`src/rtl/hdmi_pkg.sv`:
```
// Shared encoder-mode encoding and period lengths for the HDMI period scheduler.
package hdmi_pkg;

  typedef enum logic [2:0] {
    MODE_CTRL         = 3'd0,
    MODE_VIDEO        = 3'd1,
    MODE_VIDEO_GUARD  = 3'd2,
    MODE_ISLAND       = 3'd3,
    MODE_ISLAND_GUARD = 3'd4
  } mode_t;

  // Preamble nibbles are {CTL3,CTL2,CTL1,CTL0}.
  localparam logic [3:0] PREAMBLE_VIDEO  = 4'b0001;
  localparam logic [3:0] PREAMBLE_ISLAND = 4'b0101;

  localparam int PREAMBLE_LEN = 8;
  localparam int GUARD_LEN    = 2;
  localparam int ISLAND_LEN   = 32;

endpackage

```
`src/rtl/video_timing_counter.sv`:
```
// Raster position counters and registered sync levels; also exposes the next position
// so the scheduler can register its outputs in step with cx/cy.
module video_timing_counter #(
  parameter int unsigned H_ACTIVE  = 640,
  parameter int unsigned H_FRONT   = 16,
  parameter int unsigned H_SYNC    = 96,
  parameter int unsigned H_BACK    = 48,
  parameter int unsigned V_ACTIVE  = 480,
  parameter int unsigned V_FRONT   = 10,
  parameter int unsigned V_SYNC    = 2,
  parameter int unsigned V_BACK    = 33,
  parameter bit          HSYNC_POL = 1'b0,
  parameter bit          VSYNC_POL = 1'b0
) (
  input  logic        clk_pixel,
  input  logic        rst_pixel,
  output logic [10:0] cx,
  output logic [9:0]  cy,
  output logic [10:0] next_cx,
  output logic [9:0]  next_cy,
  output logic        hsync,
  output logic        vsync
);

  localparam int unsigned H_TOTAL = H_ACTIVE + H_FRONT + H_SYNC + H_BACK;
  localparam int unsigned V_TOTAL = V_ACTIVE + V_FRONT + V_SYNC + V_BACK;

  localparam logic [10:0] H_LAST   = 11'(H_TOTAL - 1);
  localparam logic [9:0]  V_LAST   = 10'(V_TOTAL - 1);
  localparam logic [10:0] HS_START = 11'(H_ACTIVE + H_FRONT);
  localparam logic [10:0] HS_END   = 11'(H_ACTIVE + H_FRONT + H_SYNC);
  localparam logic [9:0]  VS_START = 10'(V_ACTIVE + V_FRONT);
  localparam logic [9:0]  VS_END   = 10'(V_ACTIVE + V_FRONT + V_SYNC);

  always_comb begin
    next_cx = cx + 11'd1;
    next_cy = cy;
    if (cx == H_LAST) begin
      next_cx = '0;
      next_cy = (cy == V_LAST) ? '0 : cy + 10'd1;
    end
  end

  // Sync levels are computed from the next position so they land with cx/cy.
  always_ff @(posedge clk_pixel or posedge rst_pixel) begin
    if (rst_pixel) begin
      cx    <= '0;
      cy    <= '0;
      hsync <= ~HSYNC_POL;
      vsync <= ~VSYNC_POL;
    end else begin
      cx    <= next_cx;
      cy    <= next_cy;
      hsync <= (next_cx >= HS_START && next_cx < HS_END) ? HSYNC_POL : ~HSYNC_POL;
      vsync <= (next_cy >= VS_START && next_cy < VS_END) ? VSYNC_POL : ~VSYNC_POL;
    end
  end

endmodule

```
`src/rtl/hdmi_period_scheduler.sv`:
```
// Per-pixel TMDS period scheduler: encoder mode, sync and CTL preambles for all channels.
// Data islands on ISLAND_LINE are built only when HDMI_DATA_ISLAND_EN is defined.
module hdmi_period_scheduler
  import hdmi_pkg::*;
#(
  parameter int unsigned H_ACTIVE     = 640,
  parameter int unsigned H_FRONT      = 16,
  parameter int unsigned H_SYNC       = 96,
  parameter int unsigned H_BACK       = 48,
  parameter int unsigned V_ACTIVE     = 480,
  parameter int unsigned V_FRONT      = 10,
  parameter int unsigned V_SYNC       = 2,
  parameter int unsigned V_BACK       = 33,
  parameter bit          HSYNC_POL    = 1'b0,
  parameter bit          VSYNC_POL    = 1'b0,
  parameter int unsigned ISLAND_LINE  = 480,
  parameter int unsigned ISLAND_START = 16
) (
  input  logic        clk_pixel,
  input  logic        rst_pixel,
  output logic [2:0]  mode,
  output logic [1:0]  ctl0,
  output logic [1:0]  ctl1,
  output logic [1:0]  ctl2,
  output logic [10:0] cx,
  output logic [9:0]  cy,
  output logic        video_active,
  output logic [4:0]  island_idx,
  output logic        island_first
);

  localparam int unsigned H_TOTAL = H_ACTIVE + H_FRONT + H_SYNC + H_BACK;
  localparam int unsigned V_TOTAL = V_ACTIVE + V_FRONT + V_SYNC + V_BACK;
  localparam int unsigned ISLAND_SPAN = PREAMBLE_LEN + GUARD_LEN + ISLAND_LEN + GUARD_LEN;

  if (H_BACK < 12 || ISLAND_LINE < V_ACTIVE || ISLAND_LINE >= V_TOTAL ||
      ISLAND_START + ISLAND_SPAN > H_TOTAL - PREAMBLE_LEN - GUARD_LEN) begin : g_bad_timing
    $error("hdmi_period_scheduler: unsupported timing parameters");
  end

  localparam logic [2:0] ST_IDLE      = 3'd0;
  localparam logic [2:0] ST_V_PRE     = 3'd1;
  localparam logic [2:0] ST_V_GUARD   = 3'd2;
  localparam logic [2:0] ST_ACTIVE    = 3'd3;
  localparam logic [2:0] ST_ISL_PRE   = 3'd4;
  localparam logic [2:0] ST_ISL_GUARD = 3'd5;
  localparam logic [2:0] ST_ISL_DATA  = 3'd6;
  localparam logic [2:0] ST_ISL_TRAIL = 3'd7;

  localparam logic [10:0] V_PRE_COL     = 11'(H_TOTAL - PREAMBLE_LEN - GUARD_LEN);
  localparam logic [10:0] V_GUARD_COL   = 11'(H_TOTAL - GUARD_LEN);
  localparam logic [10:0] ACTIVE_COLS   = 11'(H_ACTIVE);
  localparam logic [9:0]  ACTIVE_LINES  = 10'(V_ACTIVE);
  localparam logic [9:0]  LAST_ACT_LINE = 10'(V_ACTIVE - 1);
  localparam logic [9:0]  LAST_LINE     = 10'(V_TOTAL - 1);
  localparam logic [4:0]  PRE_LAST      = 5'(PREAMBLE_LEN - 1);
  localparam logic [4:0]  GUARD_LAST    = 5'(GUARD_LEN - 1);
  localparam logic [4:0]  DATA_LAST     = 5'(ISLAND_LEN - 1);
`ifdef HDMI_DATA_ISLAND_EN
  localparam logic [9:0]  ISL_LINE      = 10'(ISLAND_LINE);
  localparam logic [10:0] ISL_COL       = 11'(ISLAND_START);
`endif

  logic [10:0] next_cx;
  logic [9:0]  next_cy;
  logic        hsync, vsync;
  logic [2:0]  state, state_nx;
  logic [4:0]  cnt, cnt_nx;
  logic        video_line, next_active;
  mode_t       mode_nx, mode_q;
  logic [3:0]  pre_nx;

  video_timing_counter #(
    .H_ACTIVE (H_ACTIVE), .H_FRONT(H_FRONT), .H_SYNC(H_SYNC), .H_BACK(H_BACK),
    .V_ACTIVE (V_ACTIVE), .V_FRONT(V_FRONT), .V_SYNC(V_SYNC), .V_BACK(V_BACK),
    .HSYNC_POL(HSYNC_POL), .VSYNC_POL(VSYNC_POL)
  ) u_timing (
    .clk_pixel(clk_pixel),
    .rst_pixel(rst_pixel),
    .cx       (cx),
    .cy       (cy),
    .next_cx  (next_cx),
    .next_cy  (next_cy),
    .hsync    (hsync),
    .vsync    (vsync)
  );

  assign ctl0 = {vsync, hsync};
  assign mode = mode_q;

  // A line carries the video preamble when the line after it is active.
  assign video_line  = (next_cy < LAST_ACT_LINE) || (next_cy == LAST_LINE);
  assign next_active = (next_cx < ACTIVE_COLS) && (next_cy < ACTIVE_LINES);

  // IDLE -> ACTIVE directly only happens at reset exit, where no preamble was possible.
  always_comb begin
    state_nx = state;
    cnt_nx   = cnt + 5'd1;
    case (state)
      ST_IDLE: begin
        cnt_nx = '0;
        if (video_line && next_cx == V_PRE_COL) state_nx = ST_V_PRE;
        else if (next_active)                   state_nx = ST_ACTIVE;
`ifdef HDMI_DATA_ISLAND_EN
        else if (next_cy == ISL_LINE && next_cx == ISL_COL) state_nx = ST_ISL_PRE;
`endif
      end
      ST_V_PRE:   if (next_cx == V_GUARD_COL) state_nx = ST_V_GUARD;
      ST_V_GUARD: if (next_cx == '0)          state_nx = ST_ACTIVE;
      ST_ACTIVE:  if (!next_active)           state_nx = ST_IDLE;
      ST_ISL_PRE: if (cnt == PRE_LAST) begin
        state_nx = ST_ISL_GUARD;
        cnt_nx   = '0;
      end
      ST_ISL_GUARD: if (cnt == GUARD_LAST) begin
        state_nx = ST_ISL_DATA;
        cnt_nx   = '0;
      end
      ST_ISL_DATA: if (cnt == DATA_LAST) begin
        state_nx = ST_ISL_TRAIL;
        cnt_nx   = '0;
      end
      ST_ISL_TRAIL: if (cnt == GUARD_LAST) begin
        state_nx = ST_IDLE;
        cnt_nx   = '0;
      end
      default: begin
        state_nx = ST_IDLE;
        cnt_nx   = '0;
      end
    endcase
  end

  always_comb begin
    mode_nx = MODE_CTRL;
    pre_nx  = 4'b0000;
    case (state_nx)
      ST_V_PRE:                   pre_nx  = PREAMBLE_VIDEO;
      ST_V_GUARD:                 mode_nx = MODE_VIDEO_GUARD;
      ST_ACTIVE:                  mode_nx = MODE_VIDEO;
      ST_ISL_PRE:                 pre_nx  = PREAMBLE_ISLAND;
      ST_ISL_GUARD, ST_ISL_TRAIL: mode_nx = MODE_ISLAND_GUARD;
      ST_ISL_DATA:                mode_nx = MODE_ISLAND;
      default: ;
    endcase
  end

  always_ff @(posedge clk_pixel or posedge rst_pixel) begin
    if (rst_pixel) begin
      state        <= ST_IDLE;
      cnt          <= '0;
      mode_q       <= MODE_CTRL;
      ctl1         <= 2'b00;
      ctl2         <= 2'b00;
      video_active <= 1'b0;
    end else begin
      state        <= state_nx;
      cnt          <= cnt_nx;
      mode_q       <= mode_nx;
      ctl1         <= pre_nx[1:0];
      ctl2         <= pre_nx[3:2];
      video_active <= (state_nx == ST_ACTIVE);
    end
  end

`ifdef HDMI_DATA_ISLAND_EN
  always_ff @(posedge clk_pixel or posedge rst_pixel) begin
    if (rst_pixel) begin
      island_idx   <= '0;
      island_first <= 1'b0;
    end else begin
      island_idx   <= (state_nx == ST_ISL_DATA) ? cnt_nx : 5'd0;
      island_first <= (state_nx == ST_ISL_DATA) && (cnt_nx == 5'd0);
    end
  end
`else
  assign island_idx   = 5'd0;
  assign island_first = 1'b0;
`endif

endmodule

```
`config.mk`:
```
export PLATFORM = sky130hd
export DESIGN_NAME = hdmi_period_scheduler
export DESIGN_NICKNAME = d
export VERILOG_FILES = /design/src/rtl/hdmi_pkg.sv /design/src/rtl/video_timing_counter.sv /design/src/rtl/hdmi_period_scheduler.sv
export SDC_FILE = /design/constraint.sdc
export NUM_CORES = 1
export LEC_CHECK = 0
export ABC_AREA = 1
export ABC_CLOCK_PERIOD_IN_PS = 4200
export CAP_MARGIN = 20
export CORE_MARGIN = 5
export CORE_UTILIZATION = 45
export CTS_CLUSTER_SIZE = 16
export DETAILED_ROUTE_END_ITERATION = 7
export PLACE_DENSITY = 0.69
export SKIP_LAST_GASP = 1
export SYNTH_ARGS = -nofsm -noshare
export SYNTH_HDL_FRONTEND = slang
export SYNTH_SLANG_ARGS = --single-unit
```
`constraint.sdc`:
```
create_clock -name clk_pixel -period 4.2 [get_ports clk_pixel]
set_input_delay 0.42 -clock clk_pixel [delete_from_list [all_inputs] [get_ports clk_pixel]]
set_output_delay 0.42 -clock clk_pixel [all_outputs]
set_load 0.01 [all_outputs]
```
==> impl_metrics.yaml <==
setup_path:
  timing.reg2reg.worst_path_depth: 11
  crit_arrival_ps: 2970
  cells_along_the_critical_path: "ha_1 -> nand4_2 -> nor2_2 -> nand2_1 -> xor2_1 -> nand4_1 -> a21oi_2 -> nand2_1 -> nand2_2 -> nand3_2 -> nand2_1"
  crit_path_top_delay_cell: "dfrtp_1"
  cp-end-kind: "register"
  startpoint_type: "register"
  worst-setup-path-type: "register to register"
  crit_path_max_fanout: 11
  crit_top_cell: "nand2_1"
  timing.critical_path.required_ps: 4430
  cp_num_buf_inv: 0
  crit_family: "simple AND/OR/NAND/NOR gates"
  cp_slowest_stage_delay_ps: 530
  crit_cells: 11
die:
  die-width_um: 83.56
  die_h_um: 83.56
  core.rowCount: 26
  floorplan.core_area_um2: 5172
  die_area_um2: 6981
  top_level_ports: 39
  initial_core_util_pct: 47.07
clock_network:
  cts-hold-fix-buffers: 0
  clock_latency_on_the_worst_skew_pair_ps: 300
  clkSlewWorstSetupHoldPaths_ps: 80
  clockRootBuffer: "clkbuf_8"
  cts_buffers: 5
  clock_sinks: 37
  cts_max_level: 2
  tritoncts: "yes"
  clockBufferDepth: 2
  cts.repair.resized: 0
  post_cts.repair.setup_buffers: 0
power:
  design_power_total_mw: 0.7465
  power.density_cell_area_nw_per_um2: 257.1
  leak_pwr_nw: 1.448
  vdd_drop_max_uv: 194.9
place:
  detailed_place.area_um2: 2766
  dp_hpwl_mm: 4.186
  dpl_worst_slack_ps: 1508
  placement.io_buffers: 30
  gp_routability_congestion: 0.8990
sta:
  post-route-min-period_ps: 2742
  final_min_period_over_clock_period_pct: 65.28
  maxClockFrequency_mhz: 364.7
  timing_hold_violations_final: 0
  grt_setup_unrepaired: "no"
  postLayoutSetupSlackWorst_ps: 1458
  skew_ps: 7.850
  setup_viol: 0
  fin_setup_tns_ps: 0
  timing_max_transition_violations_final: 0
  fin_hold_ws_ps: 486.7
global_routing:
  antenna_found_initial: 0
  via_count_of_the_first_global_routing_pass: 2039
  first_pass_grt_wire_length_mm: 9.466
  maximum_number_of_pins_on_one_net_before_global_route_repair: 38
  global_route_total_overflow: 0
  grt_util_all_layers_pct: 16.56
synth:
  syn-mean-instance-area_um2: 7.247
  seq_area_frac_synth_pct: 38.13
  yosys_register_bits: 37
  yosys_warnings: 0
  syn_inst: 336
  ys_types: 31
  netlist_area_um2: 2435
job:
  timing.max_cap.violations: 0
drt:
  post-route-drc-count: 0
  drt-vias-per-instance: 4.957
  final_antenna_net_count: 0
  num_vias: 2181
  route.detailed.wl_per_inst_um: 12.31
  initialDrtViolationCount: 165
  routed_wire_length_mm: 5.418
  firstDrtPassIters: 5
worst_hold_path:
  min_path_type: "register to register"
  worst_hold_path.num_cells: 1
layout:
  antenna_diode_instance_count: 0
  post_route_cells_drive_above_1_share_pct: 10.00
  post-route-cell-area_um2: 2904
  syn_to_final_growth_pct: 19.27
  final_net_count: 379
  final.fill_count: 472
run_status:
  run_status: "finished clean"
-- report_power, final --
part	internal, mW	switching (mW)
clock network	0.239	0.140
logic	0.00149	0.0103
registers	0.356	0
-- metrics by stage --
step                cells  utilization (%)
finish                440            56.14
global route          440            56.14
CTS                   440            56.14
detailed placement    432            53.48
global placement      432            53.48
floorplan             343                -
-- cells in the mapped netlist --
cell      number  area (µm²)
o31ai_1        1       7.510
clkbuf_1       1       3.750
o21ai_0        5       25.02
conb_1         1       3.750
dfrtp_1       35       875.8
nor3b_1        1       7.510
dfstp_2        2       52.55
nand3b_1       1       7.510
nor2_2         8       50.05
nand4_2        3       37.54
xor2_1         5       43.79
inv_2          2       7.510
nand3_2        3       30.03
a21o_1         1       7.510
o21a_1         1       7.510
nand2_1       81       304.0
nor3_1        10       50.05
and2_1         1       6.260
nand3_1       35       175.2
nand4_1       10       62.56
a21oi_2        2       17.52
nand2_2        4       25.02
o21ai_2        1       8.760
buf_6          1       11.26
buf_4         10       75.07
nor2_1        37       138.9
o21bai_1       5       37.54
ha_1           8       100.1
inv_1         55       206.5
nor2_4         3       33.78
a21oi_1        3       15.01
-- kinds of logic after synthesis --
| family | after synthesis | synth area share [%] |
|---|---|---|
| AO/OA/AOI/OAI | 19 | 5.190 |
| XOR/XNOR | 5 | 1.798 |
| adder cells (fa/ha/maj) | 8 | 4.111 |
| buffers and inverters | 69 | 12.49 |
| flip-flops | 37 | 38.13 |
| other | 1 | 0.1540 |
| AND/OR/NAND/NOR | 197 | 38.13 |
-- cells in the final DEF, fill, tap and decap left out, types with 3 or more instances in the layout --
cell type        netlist  routed
a21oi_1                3       3
o21ai_0                5       5
xor2_1                 5       5
clkdlybuf4s50_1        0      30
nor2_2                 8       8
nor2_4                 3       3
nor3_1                10      10
nand4_2                3       3
inv_1                 55      55
clkbuf_8               0       5
o21bai_1               5       5
nand2_2                4       4
ha_1                   8       8
nand3_2                3       3
nor2_1                37      37
dfrtp_1               35      35
conb_1                 1       8
nand2_1               81      81
nand4_1               10      10
nand3_1               35      35
-- metal layers --
metal  global-route usage [%]  vias up  part of all wire [%]
met5                        0        -                     0
met4                    4.971        0                   1.5
li1                         -     1109                     -
met1                    21.58      993                    45
met3                    4.442        8                   6.4
met2                    26.90       71                    47
-- final cells by class --
cell class                      count  area [µm²]  share of cell area (%)
Inverter                           57       214.0                   7.367
Multi-Input combinational cell    237        1229                   42.31
Clock inverter                      3       68.82                   2.370
Tap cell                           70       87.58                   3.016
Timing Repair Buffer               31       307.8                   10.60
Clock buffer                        5       68.82                   2.370
Sequential cell                    37       928.4                   31.97
-- worst reg2reg max path: cells and delay by family (launching register included) --
kind                     cells  cell delay [ps]
flip-flops                   1              530
AND/OR/NAND/NOR              8             1290
XOR/XNOR                     1              330
adder cells (fa/ha/maj)      1              310
AO/OA/AOI/OAI                1              220
-- registers in the layout, summed over array words and instances (netlist names) --
signal	flops
u_timing.cx	11
u_timing.cy	10
cnt	5
mode	3
state	3
ctl1	1
ctl2	1
u_timing.hsync	1
u_timing.vsync	1
video_active	1
-- path summary, 6_finish.rpt --
kind	startpoint	to	slack [ps]
worst max-delay path	u_timing.cx[0]$_DFF_PP0_	ctl1[0]$_DFF_PP0_	1460
worst min-delay path	cnt[0]$_DFF_PP0_	cnt[0]$_DFF_PP0_	490
worst max register to register	u_timing.cx[0]$_DFF_PP0_	ctl1[0]$_DFF_PP0_	1460
worst min register to register	cnt[0]$_DFF_PP0_	cnt[0]$_DFF_PP0_	490
max in group asynchronous	rst_pixel	u_timing.vsync$_DFF_PP1_	3320
min in group asynchronous	rst_pixel	u_timing.cy[7]$_DFF_PP0_	530
Note: power is estimated with default switching activity, not from simulation.
